File: src/rtl/movegen_pkg.sv
// Shared constants for the systolic move generator: piece types, ray direction
// indices, pawn/castle bit positions and the emission sequencer state type.
package movegen_pkg;

    localparam int TYPE_W     = 3;
    localparam int COLOUR_BIT = 3;  // MSB of the default 4-bit piece code, 1 = white

    localparam logic [TYPE_W-1:0] PT_EMPTY = 3'd0;
    localparam logic [TYPE_W-1:0] PT_K     = 3'd1;
    localparam logic [TYPE_W-1:0] PT_Q     = 3'd2;
    localparam logic [TYPE_W-1:0] PT_R     = 3'd3;
    localparam logic [TYPE_W-1:0] PT_B     = 3'd4;
    localparam logic [TYPE_W-1:0] PT_N     = 3'd5;
    localparam logic [TYPE_W-1:0] PT_P     = 3'd6;

    localparam int DIR_N  = 0;
    localparam int DIR_NE = 1;
    localparam int DIR_E  = 2;
    localparam int DIR_SE = 3;
    localparam int DIR_S  = 4;
    localparam int DIR_SW = 5;
    localparam int DIR_W  = 6;
    localparam int DIR_NW = 7;

    localparam int KN_NNE = 0;
    localparam int KN_NEE = 1;
    localparam int KN_SEE = 2;
    localparam int KN_SSE = 3;
    localparam int KN_SSW = 4;
    localparam int KN_SWW = 5;
    localparam int KN_NWW = 6;
    localparam int KN_NNW = 7;

    localparam logic [7:0] HV_MASK   = 8'h55;
    localparam logic [7:0] DIAG_MASK = 8'hAA;

    localparam int PAWN_PUSH_N = 0;
    localparam int PAWN_PUSH_S = 1;
    localparam int PAWN_CAP_W  = 2;
    localparam int PAWN_CAP_B  = 3;

    localparam int CR_WK = 0;
    localparam int CR_WQ = 1;
    localparam int CR_BK = 2;
    localparam int CR_BQ = 3;

    typedef enum logic {
        ST_IDLE = 1'b0,
        ST_EMIT = 1'b1
    } emit_state_t;

    // Input index d carries the ray arriving from direction d, which travels toward d+4.
    function automatic logic [7:0] opp_dirs(input logic [7:0] v);
        return {v[3:0], v[7:4]};
    endfunction

endpackage

File: src/rtl/movegen_emit_seq.sv
// Emission sequencer: holds a square's emission for SETTLE cycles so ray ripple
// through the board can settle, then pulses emit_done on the last held cycle.
module movegen_emit_seq
    import movegen_pkg::*;
#(
    parameter int SETTLE = 1
) (
    input  logic        clk,
    input  logic        rst,
    input  logic        emit_req,
    output emit_state_t state,
    output logic        emit_start,
    output logic        emit_busy,
    output logic        emit_done
);

    localparam logic [3:0] CNT_INIT = 4'(SETTLE - 1);

    emit_state_t state_next;
    logic [3:0]  cnt;
    logic [3:0]  cnt_next;

    always_ff @(posedge clk) begin
        if (rst) begin
            state <= ST_IDLE;
            cnt   <= 4'd0;
        end else begin
            state <= state_next;
            cnt   <= cnt_next;
        end
    end

    always_comb begin
        state_next = state;
        cnt_next   = cnt;
        emit_start = 1'b0;
        emit_busy  = 1'b0;
        emit_done  = 1'b0;
        case (state)
            ST_IDLE: begin
                if (emit_req) begin
                    state_next = ST_EMIT;
                    cnt_next   = CNT_INIT;
                    emit_start = 1'b1;
                end
            end
            ST_EMIT: begin
                emit_busy = 1'b1;
                if (cnt == 4'd0) begin
                    emit_done  = 1'b1;
                    state_next = ST_IDLE;
                end else begin
                    cnt_next = cnt - 4'd1;
                end
            end
            default: state_next = ST_IDLE;
        endcase
    end

endmodule

File: src/rtl/movegen_cell.sv
// Per-square cell of the systolic move generator: piece shift chain, ray emission,
// target/attack flags and a registered readout chain. Option: MOVEGEN_EP_EN (en passant).
module movegen_cell
    import movegen_pkg::*;
#(
    parameter int RANK    = 1,
    parameter int FILE    = 1,
    parameter int NRANKS  = 8,
    parameter int NFILES  = 8,
    parameter int PIECE_W = 4,
    parameter int SETTLE  = 1
) (
    input  logic               clk,
    input  logic               rst,
    input  logic               in_pos_valid,
    input  logic [PIECE_W-1:0] in_pos_data,
    output logic [PIECE_W-1:0] out_pos_data,
    input  logic               wtp,
    input  logic [3:0]         i_castle_rights,
    input  logic               emit_req,
    output logic               emit_busy,
    output logic               emit_done,
    input  logic               sample,
    input  logic               attack_mode,
    input  logic               clr_attack,
    output logic [7:0]         o_king,
    input  logic [7:0]         i_king,
    output logic [7:0]         o_knight,
    input  logic [7:0]         i_knight,
    output logic [7:0]         o_slide,
    input  logic [7:0]         i_slide,
    output logic [3:0]         o_pawn,
    input  logic [3:0]         i_pawn,
    output logic               o_castle_e,
    output logic               o_castle_w,
    input  logic               i_castle_e,
    input  logic               i_castle_w,
    input  logic               ep_valid,
    input  logic [3:0]         ep_file,
    input  logic [1:0]         i_rd_chain,
    input  logic               rd_shift,
    output logic [1:0]         o_rd_chain
);

    localparam int CB      = PIECE_W - 1;
    localparam bit HOME_W  = (RANK == 1);
    localparam bit HOME_B  = (RANK == NRANKS);
    localparam bit HOME    = HOME_W || HOME_B;
    localparam bit KING_SQ = HOME && (FILE == 5);
    localparam bit CT_WEST = HOME && (FILE == 2);
    localparam bit CT_EAST = HOME && (FILE == NFILES - 1);

    logic [PIECE_W-1:0] pos;
    logic [PIECE_W-1:0] pos_e;
    logic               target_q;
    logic               attacked_q;
    emit_state_t        seq_state;
    logic               emit_start;
    logic               emitting;

    movegen_emit_seq #(.SETTLE(SETTLE)) u_seq (
        .clk        (clk),
        .rst        (rst),
        .emit_req   (emit_req),
        .state      (seq_state),
        .emit_start (emit_start),
        .emit_busy  (emit_busy),
        .emit_done  (emit_done)
    );

    assign emitting = (seq_state == ST_EMIT);

    // pos_e freezes the piece for the whole emission so chain shifting cannot disturb it.
    always_ff @(posedge clk) begin
        if (rst) begin
            pos   <= '0;
            pos_e <= '0;
        end else begin
            if (in_pos_valid) pos <= in_pos_data;
            if (emit_start)   pos_e <= pos;
        end
    end

    assign out_pos_data = pos;

    logic              empty;
    logic              opponent;
    logic [TYPE_W-1:0] e_type;
    logic              e_white;

    assign empty    = (pos[TYPE_W-1:0] == PT_EMPTY);
    assign opponent = !empty && (pos[CB] != wtp);
    assign e_type   = pos_e[TYPE_W-1:0];
    assign e_white  = pos_e[CB];

    always_comb begin
        o_king     = '0;
        o_knight   = '0;
        o_slide    = opp_dirs(i_slide) & {8{empty}};
        o_pawn     = '0;
        o_castle_e = 1'b0;
        o_castle_w = 1'b0;
        if (RANK == 3 && empty)          o_pawn[PAWN_PUSH_N] = i_pawn[PAWN_PUSH_N];
        if (RANK == NRANKS - 2 && empty) o_pawn[PAWN_PUSH_S] = i_pawn[PAWN_PUSH_S];
        if (HOME && !KING_SQ && empty) begin
            o_castle_e = i_castle_w;
            o_castle_w = i_castle_e;
        end
        if (emitting) begin
            case (e_type)
                PT_K: begin
                    o_king = '1;
                    if (KING_SQ && (e_white == HOME_W)) begin
                        o_castle_e = HOME_W ? i_castle_rights[CR_WK] : i_castle_rights[CR_BK];
                        o_castle_w = HOME_W ? i_castle_rights[CR_WQ] : i_castle_rights[CR_BQ];
                    end
                end
                PT_Q: o_slide = '1;
                PT_R: o_slide = o_slide | HV_MASK;
                PT_B: o_slide = o_slide | DIAG_MASK;
                PT_N: o_knight = '1;
                PT_P: begin
                    if (e_white) begin
                        o_pawn[PAWN_PUSH_N] = 1'b1;
                        o_pawn[PAWN_CAP_W]  = 1'b1;
                    end else begin
                        o_pawn[PAWN_PUSH_S] = 1'b1;
                        o_pawn[PAWN_CAP_B]  = 1'b1;
                    end
                end
                default: ;
            endcase
        end
    end

    logic push_in;
    logic cap_in;
    logic castle_tgt;
    logic ep_hit;
    logic target_comb;
    logic attack_in;

    assign push_in    = wtp ? i_pawn[PAWN_PUSH_N] : i_pawn[PAWN_PUSH_S];
    assign cap_in     = wtp ? i_pawn[PAWN_CAP_W] : i_pawn[PAWN_CAP_B];
    assign castle_tgt = (CT_WEST && i_castle_e) || (CT_EAST && i_castle_w);

`ifdef MOVEGEN_EP_EN
    assign ep_hit = ep_valid && empty && (ep_file == 4'(FILE)) &&
                    ((RANK == 6 && wtp && i_pawn[PAWN_CAP_W]) ||
                     (RANK == 3 && !wtp && i_pawn[PAWN_CAP_B]));
`else
    logic ep_unused;
    assign ep_unused = ep_valid ^ (|ep_file);
    assign ep_hit    = 1'b0;
`endif

    assign target_comb = (push_in && empty) || (cap_in && opponent) || ep_hit ||
                         (((|i_king) || (|i_knight) || (|i_slide) || castle_tgt) &&
                          (empty || opponent));
    assign attack_in   = (|i_king) || (|i_knight) || (|i_slide) ||
                         i_pawn[PAWN_CAP_W] || i_pawn[PAWN_CAP_B];

    // A sample overrides the shift only for the flag it writes.
    always_ff @(posedge clk) begin
        if (rst) begin
            target_q   <= 1'b0;
            attacked_q <= 1'b0;
        end else begin
            if (sample && !attack_mode) target_q <= target_comb;
            else if (rd_shift)          target_q <= i_rd_chain[0];

            if (clr_attack)                attacked_q <= 1'b0;
            else if (sample && attack_mode) attacked_q <= attacked_q || attack_in;
            else if (rd_shift)             attacked_q <= i_rd_chain[1];
        end
    end

    assign o_rd_chain = {attacked_q, target_q};

endmodule

File: config.mk
export PLATFORM = sky130hd
export DESIGN_NAME = movegen_cell
export DESIGN_NICKNAME = d
export VERILOG_FILES = /design/src/rtl/movegen_pkg.sv /design/src/rtl/movegen_emit_seq.sv /design/src/rtl/movegen_cell.sv
export SDC_FILE = /design/constraint.sdc
export NUM_CORES = 1
export LEC_CHECK = 0
export CORE_MARGIN = 3
export CORE_UTILIZATION = 32
export CTS_BUF_LIST = sky130_fd_sc_hd__clkbuf_8
export DETAILED_ROUTE_END_ITERATION = 10
export PLACE_DENSITY = 0.87
export SLEW_MARGIN = 15
export SYNTH_ARGS = -nofsm -noshare
export SYNTH_HDL_FRONTEND = slang
export SYNTH_SLANG_ARGS = --single-unit
File: constraint.sdc
create_clock -name clk -period 2.8 [get_ports clk]
set_input_delay 0.84 -clock clk [delete_from_list [all_inputs] [get_ports clk]]
set_output_delay 0.84 -clock clk [all_outputs]
set_load 0.05 [all_outputs]
==> qor.txt <==
STATUS
----------------------------------------------------------------------------------------
Status .................................................................... finished, final reports clean

CLOCK NETWORK
----------------------------------------------------------------------------------------
Maximum buffer depth of the clock tree ....................................            2
Num CTS Buffers ...........................................................            3
H-tree depth reported by CTS ..............................................            1
Clock root buffer ......................................................... sky130_fd_sc_hd__clkbuf_8
Number of buffers inserted by post-CTS setup repair .......................            0
Number of clock sinks seen by CTS .........................................           15
CTS tree ..................................................................         done
Number of cells upsized or downsized after cts ............................            0
Hold-fix buffer count after cts ...........................................            0
Source-to-sink clock delay at the later pin of the worst-skew pair ........       240 ps
Clock slew at reported path FFs ...........................................        50 ps

STA
----------------------------------------------------------------------------------------
Final critical-path required period .......................................      2480 ps
Final-report max-slew violation count .....................................            0
TNS Setup .................................................................         0 ps
Worst clock skew on the final layout ......................................      2.97 ps
Measured slew at the worst slew-check pin .................................       498 ps
Relative slew slack .......................................................        66.7%
Number of endpoints failing setup at the final stage ......................            0
Ratio of final minimum period to clock period .............................        88.6%
F_max .....................................................................      403 MHz
Crit path setup slack, layout .............................................       318 ps
Number of hold-slack violations in the final timing report ................            0
Setup repair after global routing missed its margin .......................           no

YOSYS
----------------------------------------------------------------------------------------
Average footprint of a synthesized cell ...................................    8.23 um^2
Register area share after synthesis .......................................        28.7%
Net count after synthesis .................................................          182
Cell type with the largest total area after synthesis ..................... sky130_fd_sc_hd__dfxtp_1
Synth top area cells ...................................................... sky130_fd_sc_hd__dfxtp_1, sky130_fd_sc_hd__buf_4, sky130_fd_sc_hd__mux2i_1, sky130_fd_sc_hd__a21o_1, sky130_fd_sc_hd__nand2_1
Count of warnings emitted by yosys ........................................            0
Flip-flop and latch count after synthesis .................................           15
Fraction of synthesis flops using an asynchronous set or reset pin ........           0%
Main synth FF type ........................................................ sky130_fd_sc_hd__dfxtp_1
Library cells used by synthesis ...........................................           37
Number of synthesized flops with an enable pin ............................            0
Netlist Area Pre-Place ....................................................    1040 um^2
Post-synthesis instance total .............................................          127
Synth top area share ......................................................        28.7%

PLACE
----------------------------------------------------------------------------------------
Worst-case setup slack after placement ....................................       321 ps
Number of port buffers ....................................................           82
Final GP Congestion .......................................................        0.833
Final HPWL DP .............................................................      2.66 mm

FLOORPLAN
----------------------------------------------------------------------------------------
Ports .....................................................................           92
Die extent in y ...........................................................      63.1 um
Overall die area ..........................................................    3990 um^2
Row count .................................................................           20
Initial core utilization ..................................................        33.9%
Horizontal die dimension ..................................................      63.1 um
Core region area ..........................................................    3080 um^2

GRT
----------------------------------------------------------------------------------------
Global routing usage summed across all routing layers .....................        15.9%
Vias in the first global route ............................................         1134
Antenna violations before repair ..........................................            0
Largest net degree at the start of global routing .........................           18
Global-route wire length before repair ....................................      5.20 mm
Sum of overflow across all layers after global routing ....................            0

ROUTING
----------------------------------------------------------------------------------------
Detail-routed net length per standard cell ................................      13.2 um
First DRT Iteration DRCs ..................................................           25
Number of vias per cell after detailed routing ............................         4.84
Routed Wire Length ........................................................      3.13 mm
Number of search-and-repair iterations in the first detailed-routing pass .            4
Vias after detailed routing ...............................................         1147
Number of antenna-violating nets in the routed design .....................            0
Count of unresolved DRC violations after routing ..........................            0

CRITICAL PATH
----------------------------------------------------------------------------------------
Largest fanout on the critical path .......................................            2
Data required time of the worst path ......................................      1960 ps
Setup crit start kind .....................................................    input pin
Worst setup slack for register-to-register paths ..........................      1160 ps
Crit. End Element ......................................................... primary output
Arrival time of data at the critical path endpoint ........................      1640 ps
Crit Path Class ...........................................................    in -> out

FINAL LAYOUT
----------------------------------------------------------------------------------------
Fraction of the core area covered by cells at the end of the flow .........        65.3%
Final antenna diode count .................................................            0
Fin nets ..................................................................          249
Fraction of final layout cells sized beyond drive strength 1 ..............        23.3%
Area growth from synthesis to layout ......................................        92.5%

PWR
----------------------------------------------------------------------------------------
Leakage dissipation .......................................................     0.825 nW
Worst supply voltage drop on vdd ..........................................       273 uV
Power per standard cell area ..............................................  343 nW/um^2

FLOW RUN
----------------------------------------------------------------------------------------
Max-cap check violation count .............................................            0

WORST HOLD PATH
----------------------------------------------------------------------------------------
Path class of the lowest-slack min-delay path .............................   reg -> reg

-- registers in the layout, indices dropped and copies added (netlist names) --
signal	count
out_pos_data	4
attacked_q	1
u_seq.cnt	4
u_seq.state	1
target_q	1
pos_e	4
-- synth_stat cells (all sizes together), types with 2 or more instances --
cell type	n
nor4	6
inv	5
nor2b	3
nand3	2
and2	3
nor4b	2
a21o	8
buf	19
nor3b	4
a21oi	8
dfxtp	15
nor2	5
a211oi	2
o211ai	2
nor3	4
nand2	12
clkbuf	4
mux2i	7
-- cells by family after synthesis --
kind of cell | Yosys count | synth area share [%]
xor+xnor | 2 | 1.68
simple gates | 47 | 25.4
flops | 15 | 28.7
fa+ha+maj | 1 | 1.20
compound gates | 26 | 17.5
buf+inv | 28 | 16.6
mux | 8 | 8.86
-- worst max-delay path, stage by stage --
cell	delay, ps
sky130_fd_sc_hd__clkdlybuf4s50_1	490
sky130_fd_sc_hd__a21o_1	160
sky130_fd_sc_hd__buf_12	140
-- placed cells by master (no fill, tap or decap), types with 2 or more instances in the layout --
cell type                         synthesis  final
sky130_fd_sc_hd__clkbuf_8                 0      3
sky130_fd_sc_hd__buf_12                   0     18
sky130_fd_sc_hd__a21oi_1                  8      8
sky130_fd_sc_hd__a21o_1                   8      8
sky130_fd_sc_hd__nor3b_1                  4      3
sky130_fd_sc_hd__o211ai_1                 2      2
sky130_fd_sc_hd__clkdlybuf4s50_1          0     51
sky130_fd_sc_hd__a211oi_1                 2      2
sky130_fd_sc_hd__buf_4                   18     16
sky130_fd_sc_hd__nor2_1                   5      5
sky130_fd_sc_hd__nor2b_1                  3      2
sky130_fd_sc_hd__nor4_1                   6      6
sky130_fd_sc_hd__inv_1                    4      5
sky130_fd_sc_hd__nand2_1                 12     12
sky130_fd_sc_hd__mux2i_1                  7      7
sky130_fd_sc_hd__nand3_1                  2      2
sky130_fd_sc_hd__nor3_1                   3      3
sky130_fd_sc_hd__and2_1                   3      3
sky130_fd_sc_hd__dfxtp_1                 15     14
-- cell type report --
| class | instances | area [um^2] |
|---|---|---|
| fillers | 246 | 1070 |
| repair buffers | 85 | 991 |
| multi-input cells | 84 | 599 |
| flip-flops and latches | 15 | 302 |
| well taps | 44 | 55.1 |
| clock buffers | 3 | 41.3 |
| inverters | 5 | 18.8 |
| clock inverters | 1 | 3.75 |
-- metal layers --
metal,routed length [um],vias up,track usage (%)
li1,-,571,-
met1,1280,534,18.8
met2,1670,40,29.0
met3,162,2,3.03
met4,9,0,4.13
met5,0,-,0
-- report_power, final --
| part | internal (mW) | total (mW) | switching (mW) |
|---|---|---|---|
| Combinational | 0.152 | 0.291 | 0.139 |
| Sequential | 0.222 | 0.234 | 0.0114 |
| Clock | 0.0968 | 0.165 | 0.0683 |
-- through the flow --
step	instance area, um^2	total power [mW]	instances	hold WS [ps]
after floorplan	1070	0.373	127	456
after global placement	1970	0.527	233	486
after detailed placement	1970	0.531	233	492
after CTS	2010	0.695	237	504
after global routing	2010	0.723	237	533
final	2010	0.690	237	507
-- final timing paths --
check / start / end / depth (start not counted)
setup / recovery: i_slide[5] / o_slide[1] / 3
hold / removal: pos_e[3] / pos_e[3] / 2
setup reg to reg: out_pos_data[0] / target_q / 4
hold reg to reg: pos_e[3] / pos_e[3] / 2
Power figures use the tool's default switching activity.
